<file path="config.mk">
export PLATFORM = sky130hd
export DESIGN_NAME = fifo_burst_reader
export DESIGN_NICKNAME = d
export VERILOG_FILES = /design/src/rtl/fifo_burst_reader.sv
export SDC_FILE = /design/constraint.sdc
export NUM_CORES = 1
export LEC_CHECK = 0
export ABC_AREA = 1
export CORE_UTILIZATION = 54
export CTS_CLUSTER_SIZE = 10
export DETAILED_ROUTE_END_ITERATION = 6
export GPL_TIMING_DRIVEN = 0
export PLACE_DENSITY = 0.84
export REMOVE_ABC_BUFFERS = 1
export SLEW_MARGIN = 20
export SYNTH_ARGS = -nofsm -noshare
export SYNTH_HDL_FRONTEND = slang
export SYNTH_SLANG_ARGS = --single-unit
</file>
<file path="constraint.sdc">
create_clock -name clk_i -period 3.3 [get_ports clk_i]
set_clock_uncertainty 0.2 [all_clocks]
set_input_delay 0.33 -clock clk_i [delete_from_list [all_inputs] [get_ports clk_i]]
set_output_delay 0.33 -clock clk_i [all_outputs]
set_load 0.02 [all_outputs]
</file>
<file path="src/rtl/fifo_burst_reader.sv">
// Pops a showahead FIFO in bursts of up to BURST_LEN words onto a valid/ready
// stream; partial bursts are forced by an idle timeout or a flush request.
module fifo_burst_reader #(
   parameter int DWIDTH    = 4,
   parameter int AWIDTH    = 7,
   parameter int BURST_LEN = 8,
   parameter int TIMEOUT   = 16
) (
   input  logic              clk_i,
   input  logic              srst_i,
   input  logic [DWIDTH-1:0] fifo_q_i,
   input  logic              fifo_empty_i,
   input  logic [AWIDTH:0]   fifo_usedw_i,
   output logic              fifo_rdreq_o,
   output logic [DWIDTH-1:0] data_o,
   output logic              valid_o,
   output logic              last_o,
   input  logic              ready_i,
   input  logic              flush_i,
   output logic              busy_o
);

   localparam int RW = $clog2(BURST_LEN + 1);
   localparam int TW = $clog2(TIMEOUT + 1);
   localparam logic [AWIDTH:0] BURST_LEN_U = (AWIDTH+1)'(BURST_LEN);
   localparam logic [RW-1:0]   BURST_LEN_R = RW'(BURST_LEN);
   localparam logic [TW-1:0]   TIMEOUT_T   = TW'(TIMEOUT);

   typedef enum logic {IDLE, BURST} state_t;

   state_t          state;
   logic [RW-1:0]   remaining;
   logic [TW-1:0]   tmo_cnt;
   logic            flush_pend;

   logic            out_free;
   logic            pop;
   logic            start;
   logic            chain;
   logic [AWIDTH:0] usedw_after;
   logic [RW-1:0]   start_len;
   logic [RW-1:0]   chain_len;

   // The final pop of a burst may re-arm a new burst on the same edge so a
   // sustained stream has no bubble; usedw_after is the fill level after that pop.
   always_comb begin
      out_free    = !valid_o || ready_i;
      pop         = !srst_i && (state == BURST) && !fifo_empty_i && out_free && (remaining != '0);
      start       = (fifo_usedw_i >= BURST_LEN_U) ||
                    (!fifo_empty_i && (flush_pend || (tmo_cnt == TIMEOUT_T)));
      usedw_after = fifo_usedw_i - (AWIDTH+1)'(1);
      chain       = (usedw_after >= BURST_LEN_U) || ((usedw_after != '0) && flush_pend);
      start_len   = (fifo_usedw_i < BURST_LEN_U) ? RW'(fifo_usedw_i) : BURST_LEN_R;
      chain_len   = (usedw_after < BURST_LEN_U) ? RW'(usedw_after) : BURST_LEN_R;
   end

   assign fifo_rdreq_o = pop;
   assign busy_o       = (state != IDLE) || valid_o;

   always_ff @(posedge clk_i) begin
      if (srst_i) begin
         state      <= IDLE;
         remaining  <= '0;
         tmo_cnt    <= '0;
         flush_pend <= 1'b0;
         data_o     <= '0;
         valid_o    <= 1'b0;
         last_o     <= 1'b0;
      end else begin
         if (flush_i) begin
            flush_pend <= 1'b1;
         end else if ((state == IDLE) && fifo_empty_i) begin
            flush_pend <= 1'b0;
         end

         if (pop) begin
            data_o  <= fifo_q_i;
            valid_o <= 1'b1;
            last_o  <= (remaining == RW'(1));
         end else if (ready_i) begin
            valid_o <= 1'b0;
            last_o  <= 1'b0;
         end

         case (state)
            IDLE: begin
               if (start) begin
                  state     <= BURST;
                  remaining <= start_len;
                  tmo_cnt   <= '0;
               end else if (fifo_empty_i) begin
                  tmo_cnt <= '0;
               end else if ((fifo_usedw_i < BURST_LEN_U) && (tmo_cnt != TIMEOUT_T)) begin
                  tmo_cnt <= tmo_cnt + TW'(1);
               end
            end
            BURST: begin
               tmo_cnt <= '0;
               if (pop) begin
                  if (remaining == RW'(1)) begin
                     if (chain) begin
                        remaining <= chain_len;
                     end else begin
                        state     <= IDLE;
                        remaining <= '0;
                     end
                  end else begin
                     remaining <= remaining - RW'(1);
                  end
               end
            end
         endcase
      end
   end

endmodule

</file>
* Yosys cells after proc, flatten, opt, wreduce, memory -nomap -nowiden *
Index checks and enable logic that the tools add are counted.
W data, S select, Z words.

storage, ports and cells
  input port bits = 17
  bits in registers = 17

cells by class
  reductions and logical operators = 21
  add/sub/neg operators = 3
  multiplexer cells = 21
  equal/unequal tests = 6
  magnitude comparators = 4
  bitwise logic cells = 1

operators by type and width
  operator               number
  $mux W4                6
  $ge A8 B4 Y1 const B   2
  $lt A8 B4 Y1 const B   2
  $mux W5                3
  $pmux W5 S2            1
  $mux W1                9
  $logic_and A1 B1 Y1    8
  $pmux W4 S2            1
  $reduce_bool A8 Y1     1
  $sub A8 B1 Y8 const B  1
  $add A5 B1 Y5 const B  1
  $eq A5 B5 Y1 const B   1
  $logic_or A1 B1 Y1     5
  $ne A5 B5 Y1 const B   1
  $eq A4 B1 Y1 const B   1
  $ne A2 B2 Y1 const B   2
  $ne A4 B3 Y1 const B   1
  $reduce_bool A2 Y1     2
  $reduce_bool A4 Y1     1
  $sub A4 B1 Y4 const B  1
  $logic_not A1 Y1       3
  $pmux W1 S2            1
  $reduce_and A2 Y1      1
  $not A1 Y1             1

* Logic depth before layout (Yosys ltp) *
Gate-level depths: netlist (run 1).

  depth after elaboration = 8
  gate-level depth with buffers = 11
  depth with buffers taken out = 11

* Worst setup path after synthesis (run 1) *
No wires, ideal clock.

  path type = input-to-reg
  start = in fifo_usedw_i[1]
  end = reg remaining[1]
  library setup time = 70 ps
  buffers on the path = 0
  stages = 11
  arrival time = 1,327 ps
  setup slack = 1,703 ps
  data required time = 3,030 ps
  path through = inv_1 > ha_1 > xor2_1 > nor2_1 > nand2_1 > nand2_2 > nor2_1 > nand2_1 > nand2_1 > nand2_1 > a21oi_1

on the way
  longest elaborated chain between the ends = 8
  elaborated cells on any way between the ends = 18
  classes of those cells = 1 x add/sub; 4 x order compare; 1 x eq/ne; 7 x mux; 5 x reduce/logical

ends and longest elaborated chain
  item                                                   RTL line  text
  start, declared                                        13        input logic [AWIDTH:0] fifo_usedw_i,
  branches (longest 8 deep; another with $sub A8 B1 Y8)  n/a
  end signal, assigned                                   89        remaining <= start_len;
  end signal, assigned                                   102       remaining <= chain_len;
  end signal, assigned                                   108       remaining <= remaining - RW'(1);
  end, declared                                          32        logic [RW-1:0] remaining;

Parallel ways; which one is timed is not known. The select of a mux whose other input is x is not followed.
A chain may end at the register's enable or synchronous reset.

* Worst setup path after layout (run 1) *
  start = in srst_i
  end = out fifo_rdreq_o

on the way
  longest elaborated chain between the ends = 5

ends and longest elaborated chain
  item                              RTL line  text
  start, declared                   10        input logic srst_i,
  $logic_not A1 Y1                  48        pop = !srst_i && (state == BURST) && !fifo_empty_i && out_free && (remaining != '0);
  $logic_and A1 B1 Y1 (4 in a row)  48
  end, declared                     14        output logic fifo_rdreq_o,

Every way passes these cells.

==> results.py, run 1 <==
metrics = {
    "outcome": {
        "outcome": "completed",
    },
    "layout": {
        "finish.utilization": 0.731,
        "n_fill_cell": 174,
        "drive_gt1_frac": 0.118,
        "regArea_um2": 340,
        "multi_input_area_um2": 723,
        "antennaDiodeCount": 0,
        "syn_to_final_growth_pct": 25.9,
        "fin_nets": 236,
    },
    "logic_synthesis": {
        "postSynthAreaPerCell_um2": 6.35,
        "synth_seq_cells": 17,
        "synth_warnings": 0,
        "synthCells": 183,
        "synth_top_family_by_area": "simple AND/OR/NAND/NOR gates",
        "yosys.area_share.simple": 0.410,
        "synthTopCellsByCount": "40 x nor2_1, 39 x nand2_1, 20 x inv_1",
        "synth_edf_count": 0,
        "synthXorXnorAreaFrac": 0.0301,
        "synth_cell_types": 23,
        "syn_area_um2": 1160,
        "yosysMostFrequentCell": "nor2_1",
        "yosysSeqAreaShare": 0.293,
        "netlist.area_leader.share": 0.293,
        "synth_mux_area_frac": 0,
        "synth_flop_cell": "dfxtp_1",
        "synth_compound_area_frac": 0.107,
        "synth_fa_ha_area_frac": 0.0753,
        "ys_top_cells_by_area": "dfxtp_1 29%, nor2_1 13%, nand2_1 13%",
        "synth_top_area_cell": "dfxtp_1",
        "synthArstFlopShare": 0,
    },
    "power": {
        "p_switching_mw": 0.151,
        "pwr-share-clk": 0.236,
        "p_int_mw": 0.322,
        "p_total_mw": 0.474,
        "power_leakage_nw": 0.653,
        "switching_share": 0.319,
        "ir_worst_vdd_v": 0.000301,
        "p_comb_frac": 0.287,
        "seqPwrFrac": 0.478,
        "p_per_area_nw_per_um2": 324,
    },
    "detailed_routing": {
        "vias": 1191,
        "drc": 0,
        "firstDrtPassIters": 4,
        "routed_wl_um": 2560,
        "drt_iter0_markers": 23,
        "via_per_inst": 5.00,
        "wire_per_inst_um": 10.8,
        "ant_nets": 0,
    },
    "clock_network": {
        "cts_tree": "built",
        "clk_pin_slew_ps": 100,
        "cts_resized": 0,
        "root_buffer": "clkbuf_4",
        "numCtsBuffers": 3,
        "cts_hold_buf": 0,
        "clock_sinks": 17,
        "clockBufferDepth": 2,
        "h-tree-depth": 1,
        "insertion_delay_ps": 300,
        "post_cts_buffers": 0,
    },
    "sta": {
        "setup_viol_count_final": 0,
        "fin_setup_tns_ps": 0,
        "worst_pin_slew_ps": 275,
        "fmax_mhz": 388,
        "finalWorstSetupSlack_ps": 720,
        "relSlewSlack": 0.817,
        "hold_viol_final": 0,
        "layout_min_cycle_time_ps": 2580,
        "finalMaxSlewViolations": 0,
        "rsz0062_at_grt": "no",
        "post-route-period-util": 0.782,
        "holdWs_ps": 273,
    },
    "floorplanning": {
        "die_w_um": 48.4,
        "rows": 16,
        "start_util": 0.581,
        "core_area_um2": 2000,
        "io_pins": 25,
        "fp.dieH_um": 48.4,
        "die-area_um2": 2340,
    },
    "global_routing": {
        "gr-max-usage-layer": "met2",
        "grt_start_max_net_pins": 11,
        "grt.met3_usage": 0.0126,
        "grt_pass1_vias": 1055,
        "use_met1": 0.262,
        "grt_usage": 0.230,
        "use_met2": 0.415,
        "grt_pass1_wl_um": 4210,
        "grt_overflow": 0,
        "antenna_found_initial": 0,
    },
    "placement": {
        "globalplace.congestion": 0.818,
        "pre_cts_slack_ps": 740,
        "port_buffers": 24,
        "hpwlAfterDp_um": 2020,
    },
    "worst_setup_path": {
        "crit_type": "in2out",
        "timing.rr.start": "remaining[1]",
        "cp-start-kind": "input port",
        "path_max_fanout": 9,
        "reg2reg_to": "remaining[1]",
        "required_ps": 2770,
        "end_kind": "primary output",
        "worstRegToRegCells": 9,
        "worstPathArrival_ps": 2050,
        "timing.reg2reg.setup_slack_ps": 1520,
    },
    "hold_path": {
        "holdPathStages": 1,
        "hp-start": "tmo_cnt[0]",
        "holdPathEnd": "tmo_cnt[0]",
        "hold_path.class": "reg2reg",
    },
    "run": {
        "drv_cap": 0,
    },
}
==> per-stage QoR <==
stage,instance area (um^2),std cells
2_1_floorplan,1160,183
3_3_place_gp,1440,234
3_5_place_dp,1440,234
4_1_cts,1460,238
5_1_grt,1460,238
6_report,1460,238
==> worst max-delay path by stage <==
| stage | start | to | slack (ps) | cells after the start |
|---|---|---|---|---|
| finish | srst_i | fifo_rdreq_o | 720 | 5 |
| global route | srst_i | fifo_rdreq_o | 660 | 5 |
| CTS | srst_i | fifo_rdreq_o | 730 | 5 |
| detailed placement | srst_i | fifo_rdreq_o | 740 | 5 |
| global placement | srst_i | fifo_rdreq_o | 730 | 5 |
| floorplan | fifo_usedw_i[1] | remaining[1] | 1700 | 11 |
==> kinds of logic (layout without fill, tap and decap cells) <==
family | Yosys count | in the layout
DFF | 17 | 17
adders and majority gates | 7 | 7
buffers and inverters | 25 | 53
xor gates and xnor gates | 4 | 4
AOI/OAI and AO/OA | 23 | 23
and+or+nand+nor | 107 | 107
==> power groups by stage <==
stage / Sequential (mW) / Combinational, mW / Clock (mW)
2_1_floorplan: 0.232 / 0.0812 / 0
5_1_grt: 0.228 / 0.153 / 0.125
3_5_place_dp: 0.231 / 0.135 / 0
6_report: 0.226 / 0.136 / 0.112
4_1_cts: 0.226 / 0.136 / 0.116
3_3_place_gp: 0.230 / 0.132 / 0
==> cell type report <==
class                      count  area share
multi-input combinational    141       0.494
sequential                    17       0.232
timing repair buffer          24       0.164
inverter                      25      0.0675
tap                           27      0.0231
clock buffer                   3      0.0154
clock inverter                 1     0.00342
==> flip-flops by register name, summed over array words and instances (netlist names) <==
register    count
data_o          4
flush_pend      1
last_o          1
remaining       4
state           1
tmo_cnt         5
valid_o         1
==> critical path, cell delays in order <==
cell             delay (ps)
clkdlybuf4s50_1         530
nor3_2                  220
nand3_2                 190
inv_2                   170
clkdlybuf4s50_1         620
==> metal layers <==
metal	wire, um	up-vias	part of all wire
met5	0	-	0
li1	-	628	-
met1	1150	510	0.45
met4	76	0	0.030
met2	1190	45	0.46
met3	142	8	0.055
==> layout by cell type, fill, tap and decap left out, types with 2 or more instances in the layout <==
cell	count
xor2_1	4
nor2_1	40
inv_1	20
clkdlybuf4s50_1	24
inv_2	4
clkbuf_4	3
o21ai_0	9
nand2_2	3
dfxtp_1	17
nor3_1	2
nand3_2	2
nor2_2	4
or2_2	3
nand2_1	39
ha_1	7
a21oi_1	9
nand3_1	11
o21ai_1	2
No activity file was read; power rests on OpenSTA's default activity.
==> run 2, diff against run 1 <==
- CORE_UTILIZATION: 54 -> 45
- PLACE_DENSITY: 0.84 -> 0.75
- clock period: 3.3 -> 2.2 ns (I/O delays scaled with it)
==> run 2 against run 1 <==
Effect of this change:
- combinational power grew 48%
- die area rose by 19%
- setup slack worse by 480 ps
- register-to-register slack worse by 990 ps
- clock power grew 46%
- sequential share of layout area is 0.086 points higher
- hold slack got worse by 3.9 ps
- sequential cell count did not move
- first-iteration DRC count stayed put
- largest cell class unchanged
==> results.py, run 2 (synthesized netlist as in run 1, its figures left out) <==
metrics = {
    "layout": {
        "mostFrequentLayoutCell": "nor2_1",
        "drive_gt1_frac": 0.128,
        "syn_to_final_growth_pct": 25.9,
        "reg_top3": "tmo_cnt (5), data_o (4), remaining (4)",
        "n_fill_cell": 229,
        "antennaDiodeCount": 0,
        "layout_common_cells": "40 x nor2_1, 39 x nand2_1, 23 x clkdlybuf4s50_1, 20 x inv_1, 16 x dfxtp_1",
        "fin_nets": 236,
        "top_register": "tmo_cnt",
        "largest_reg_flops": 5,
        "finish.utilization": 0.596,
    },
    "worst_setup_path": {
        "timing.reg2reg.setup_slack_ps": 530,
        "crit_type": "reg2out",
        "path_max_fanout": 9,
        "reg2reg_to": "state",
        "worstSetupEndpoint": "fifo_rdreq_o",
        "worstPathArrival_ps": 1540,
        "worstRegToRegCells": 8,
        "required_ps": 1780,
        "startpoint": "remaining[0]",
        "end_kind": "primary output",
        "timing.rr.start": "remaining[0]",
        "cp-start-kind": "flip-flop",
    },
    "clock_network": {
        "clock_sinks": 17,
        "cts_resized": 1,
        "clockBufferDepth": 2,
        "numCtsBuffers": 3,
        "cts_hold_buf": 0,
        "post_cts_buffers": 0,
        "clk_pin_slew_ps": 100,
        "h-tree-depth": 1,
        "root_buffer": "clkbuf_4",
        "cts_tree": "built",
        "insertion_delay_ps": 290,
    },
    "sta": {
        "finalMaxSlewViolations": 0,
        "hold_viol_final": 0,
        "layout_min_cycle_time_ps": 1960,
        "fmax_mhz": 511,
        "rsz0062_at_grt": "no",
        "post-route-period-util": 0.889,
        "fin_setup_tns_ps": 0,
        "setup_viol_count_final": 0,
        "worst_pin_slew_ps": 269,
        "relSlewSlack": 0.820,
    },
    "detailed_routing": {
        "via_per_inst": 4.78,
        "firstDrtPassIters": 4,
        "vias": 1152,
        "drc": 0,
        "wire_per_inst_um": 10.0,
        "ant_nets": 0,
        "drt_iter0_markers": 23,
        "routed_wl_um": 2420,
    },
    "global_routing": {
        "antenna_found_initial": 0,
        "grt_pass1_vias": 1008,
        "grt_usage": 0.195,
        "grt_overflow": 0,
        "grt_start_max_net_pins": 11,
        "grt_pass1_wl_um": 3990,
    },
    "floorplanning": {
        "core_area_um2": 2450,
        "die-area_um2": 2790,
        "io_pins": 25,
        "rows": 18,
        "fp.dieH_um": 52.8,
        "start_util": 0.473,
        "die_w_um": 52.8,
    },
    "power": {
        "power_leakage_nw": 0.654,
        "ir_worst_vdd_v": 0.000537,
        "p_per_area_nw_per_um2": 481,
    },
    "placement": {
        "globalplace.congestion": 0.816,
        "hpwlAfterDp_um": 1960,
        "port_buffers": 24,
    },
    "hold_path": {
        "hold_path.class": "reg2reg",
    },
    "run": {
        "drv_cap": 0,
    },
    "outcome": {
        "outcome": "completed",
    },
}
-- run 2: cell types whose count changed in the layout (fill, tap and decap cells not counted) --
cell             delta
dfxtp_2             +1
clkbuf_2            +1
dfxtp_1             -1
clkdlybuf4s50_1     -1
-- run 2: how the worst min path moves through the flow --
| stage | start | endpoint | slack [ps] | depth (start not counted) |
|---|---|---|---|---|
| after floorplan | srst_i | last_o | 90 | 1 |
| after CTS | tmo_cnt[0] | tmo_cnt[0] | 270 | 1 |
| after detailed placement | tmo_cnt[0] | tmo_cnt[0] | 250 | 1 |
| final | tmo_cnt[0] | tmo_cnt[0] | 270 | 1 |
| after global placement | tmo_cnt[0] | tmo_cnt[0] | 250 | 1 |
| after global routing | tmo_cnt[0] | tmo_cnt[0] | 300 | 1 |
-- run 2: layer usage --
metal  global-route usage  wire [um]  share of wire
met1                0.222       1130           0.47
met2                0.352       1180           0.49
met3               0.0522         99          0.041
met4               0.0526         10         0.0041
met5                    0          0              0
-- run 2: final cells by class --
| type | instances | area (um^2) | area share |
|---|---|---|---|
| Multi-Input combinational cell | 141 | 723 | 0.494 |
| Clock buffer | 3 | 22.5 | 0.0154 |
| Clock inverter | 1 | 5.00 | 0.00342 |
| Sequential cell | 17 | 342 | 0.233 |
| Timing Repair Buffer | 24 | 235 | 0.161 |
| Tap cell | 30 | 37.5 | 0.0256 |
| Inverter | 25 | 98.8 | 0.0675 |
-- run 2: power by group --
group / switching [mW] / total, mW / internal [mW] / leakage, nW
registers: 0.0148 / 0.339 / 0.325 / 0.139
logic: 0.111 / 0.201 / 0.0908 / 0.498
clock network: 0.0957 / 0.163 / 0.0677 / 0.0177
total: 0.221 / 0.704 / 0.483 / 0.654
-- run 2: critical path, stage by stage (launching register included) --
cell	delay, ps
dfxtp_1	370
inv_1	90
ha_1	200
nand2_1	80
nand3_2	170
inv_2	150
clkbuf_2	180
-- run 2: through the flow --
stage	instances	power (mW)	hold WS (ps)	setup slack [ps]	area, um^2
2_1_floorplan	183	0.470	89.1	695	1160
3_3_place_gp	237	0.544	247	-161	1440
3_5_place_dp	237	0.548	253	-181	1440
4_1_cts	241	0.713	274	56.4	1470
5_1_grt	241	0.751	295	108	1460
6_report	241	0.704	269	245	1460
==> run 3, diff against run 2 <==
- clock period: 2.2 -> 1.55 ns (I/O delays scaled with it)
==> run 3 against run 2 <==
Effect of this change:
- the flow now finishes with violations (negative setup slack)
- register-to-register slack worse by 580 ps
- global-route usage up 1.4 points
- cell count up 5.8%
- sequential cell count did not move
- wire length rose by 27%
- clock power rose by 45%
- critical path type is now reg2reg
==> results.py, run 3 (synthesized netlist as in run 1, its figures left out) <==
metrics = {
    "hold_path": {
        "holdPathStages": 2,
        "holdPathEnd": "flush_pend",
        "hold_path.class": "in2reg",
        "hp-start": "srst_i",
    },
    "layout": {
        "antennaDiodeCount": 0,
        "fin_nets": 250,
        "drive_gt1_frac": 0.320,
        "syn_to_final_growth_pct": 51.0,
        "largest_reg_flops": 5,
        "n_fill_cell": 195,
        "layout_common_cells": "34 x nand2_1, 34 x nor2_1, 14 x inv_1, 13 x buf_4, 12 x dfxtp_1",
        "reg_top3": "tmo_cnt (5), data_o (4), remaining (4)",
        "finish.utilization": 0.715,
        "top_register": "tmo_cnt",
    },
    "clock_network": {
        "clock_sinks": 17,
        "root_buffer": "clkbuf_4",
        "cts_hold_buf": 0,
        "clk_pin_slew_ps": 100,
        "h-tree-depth": 1,
        "clockBufferDepth": 2,
        "numCtsBuffers": 3,
        "insertion_delay_ps": 300,
        "cts_tree": "built",
    },
    "power": {
        "p_per_area_nw_per_um2": 641,
        "power_leakage_nw": 0.836,
        "ir_worst_vdd_v": 0.000762,
    },
    "floorplanning": {
        "io_pins": 25,
        "fp.dieH_um": 52.8,
        "start_util": 0.473,
        "die-area_um2": 2790,
        "core_area_um2": 2450,
        "die_w_um": 52.8,
        "rows": 18,
    },
    "worst_setup_path": {
        "worstPathCellList": "inv_4 > ha_4 > nand2_4 > nand3_4 > buf_6 > nor2_4 > nand2_1 > o21ai_1 > a21oi_1",
        "timing.reg2reg.setup_slack_ps": -50,
        "required_ps": 1520,
        "cpMaxStageDelayCell": "dfxtp_4",
        "end_kind": "flip-flop",
        "path_max_fanout": 3,
        "timing.rr.start": "remaining[0]",
        "crit_type": "reg2reg",
        "startpoint": "remaining[0]",
        "worstPathArrival_ps": 1580,
        "worstPathBufferInverterCount": 2,
        "cp_top_family": "flip-flops",
        "reg2reg_to": "state",
        "worstRegToRegCells": 9,
        "max_stage_delay_ps": 390,
        "cp-start-kind": "flip-flop",
    },
    "sta": {
        "finalWorstSetupSlack_ps": -54.1,
        "post-route-period-util": 1.03,
        "fmax_mhz": 623,
        "rsz0062_at_grt": "yes",
        "relSlewSlack": 0.772,
        "holdWs_ps": 36.4,
        "hold_viol_final": 0,
        "worst_pin_slew_ps": 341,
        "fin_setup_tns_ps": -218,
        "layout_min_cycle_time_ps": 1600,
        "finalMaxSlewViolations": 0,
        "setup_viol_count_final": 6,
    },
    "run": {
        "drv_cap": 0,
    },
    "detailed_routing": {
        "drc": 0,
        "via_per_inst": 4.93,
        "routed_wl_um": 3080,
        "wire_per_inst_um": 12.1,
        "vias": 1257,
        "ant_nets": 0,
        "drt_iter0_markers": 13,
        "firstDrtPassIters": 4,
    },
    "placement": {
        "port_buffers": 24,
        "globalplace.congestion": 0.816,
        "hpwlAfterDp_um": 1960,
    },
    "global_routing": {
        "antenna_found_initial": 0,
        "grt_usage": 0.209,
        "grt_overflow": 0,
        "grt_pass1_vias": 1063,
        "grt_start_max_net_pins": 11,
        "grt_pass1_wl_um": 4250,
    },
    "outcome": {
        "outcome": "finished, violations left",
        "violations": "negative setup slack",
    },
}
run 3: changes by cell type in the layout (fill, tap and decap cells not counted), moves of 5 or more:
cell	previous run	this run
clkdlybuf4s50_1	23	7
inv_1	20	14
dlymetal6s2s_1	0	5
nand2_1	39	34
buf_4	0	13
nor2_1	40	34
dlygate4sd2_1	0	10
run 3: per-layer routing:
layer,share of wire,global-route usage
met5,0,0
met4,0.0094,0.0746
met3,0.033,0.0551
met2,0.54,0.380
met1,0.42,0.229
run 3: layout make-up:
| type | count | area, um^2 | share of cell area |
|---|---|---|---|
| Timing Repair Buffer | 38 | 352 | 0.200 |
| Clock inverter | 1 | 5.00 | 0.00285 |
| Multi-Input combinational cell | 141 | 883 | 0.503 |
| Inverter | 25 | 104 | 0.0592 |
| Tap cell | 30 | 37.5 | 0.0214 |
| Sequential cell | 17 | 352 | 0.200 |
| Clock buffer | 3 | 22.5 | 0.0128 |
run 3: repair_timing:
action                                  CTS  global route
resized for setup                        40            41
setup buffers                             6             8
endpoints found under the setup margin   13             8
pin swaps                                 2            16
run 3: how the worst max path moves through the flow:
stage | slack (ps) | end | cells after the start
2_1_floorplan | 50 | remaining[1] | 8
3_3_place_gp | -680 | fifo_rdreq_o | 5
3_5_place_dp | -700 | fifo_rdreq_o | 5
4_1_cts | -70 | remaining[1] | 9
5_1_grt | -130 | state | 9
6_report | -50 | state | 9
run 3: report_power, final:
group,switching [mW],leakage [nW],internal (mW)
Combinational,0.217,0.677,0.183
Sequential,0.0278,0.141,0.461
Clock,0.139,0.0177,0.0964
Total,0.384,0.836,0.741
run 3: worst reg2reg max path: cells and delay by family (launching register included):
kind,cells,cell delay (ps)
flops,1,390
simple gates,4,290
compound gates,2,250
buf+inv,2,200
fa+ha+maj,1,150
run 3: through the flow:
step	std cells	instance area [um^2]	setup slack [ps]	power, mW
2_1_floorplan	183	1160	45.1	0.667
5_1_grt	255	1760	-133	1.18
3_5_place_dp	237	1440	-701	0.778
4_1_cts	247	1550	-71.8	1.04
6_report	255	1760	-54.1	1.12
3_3_place_gp	237	1440	-681	0.772
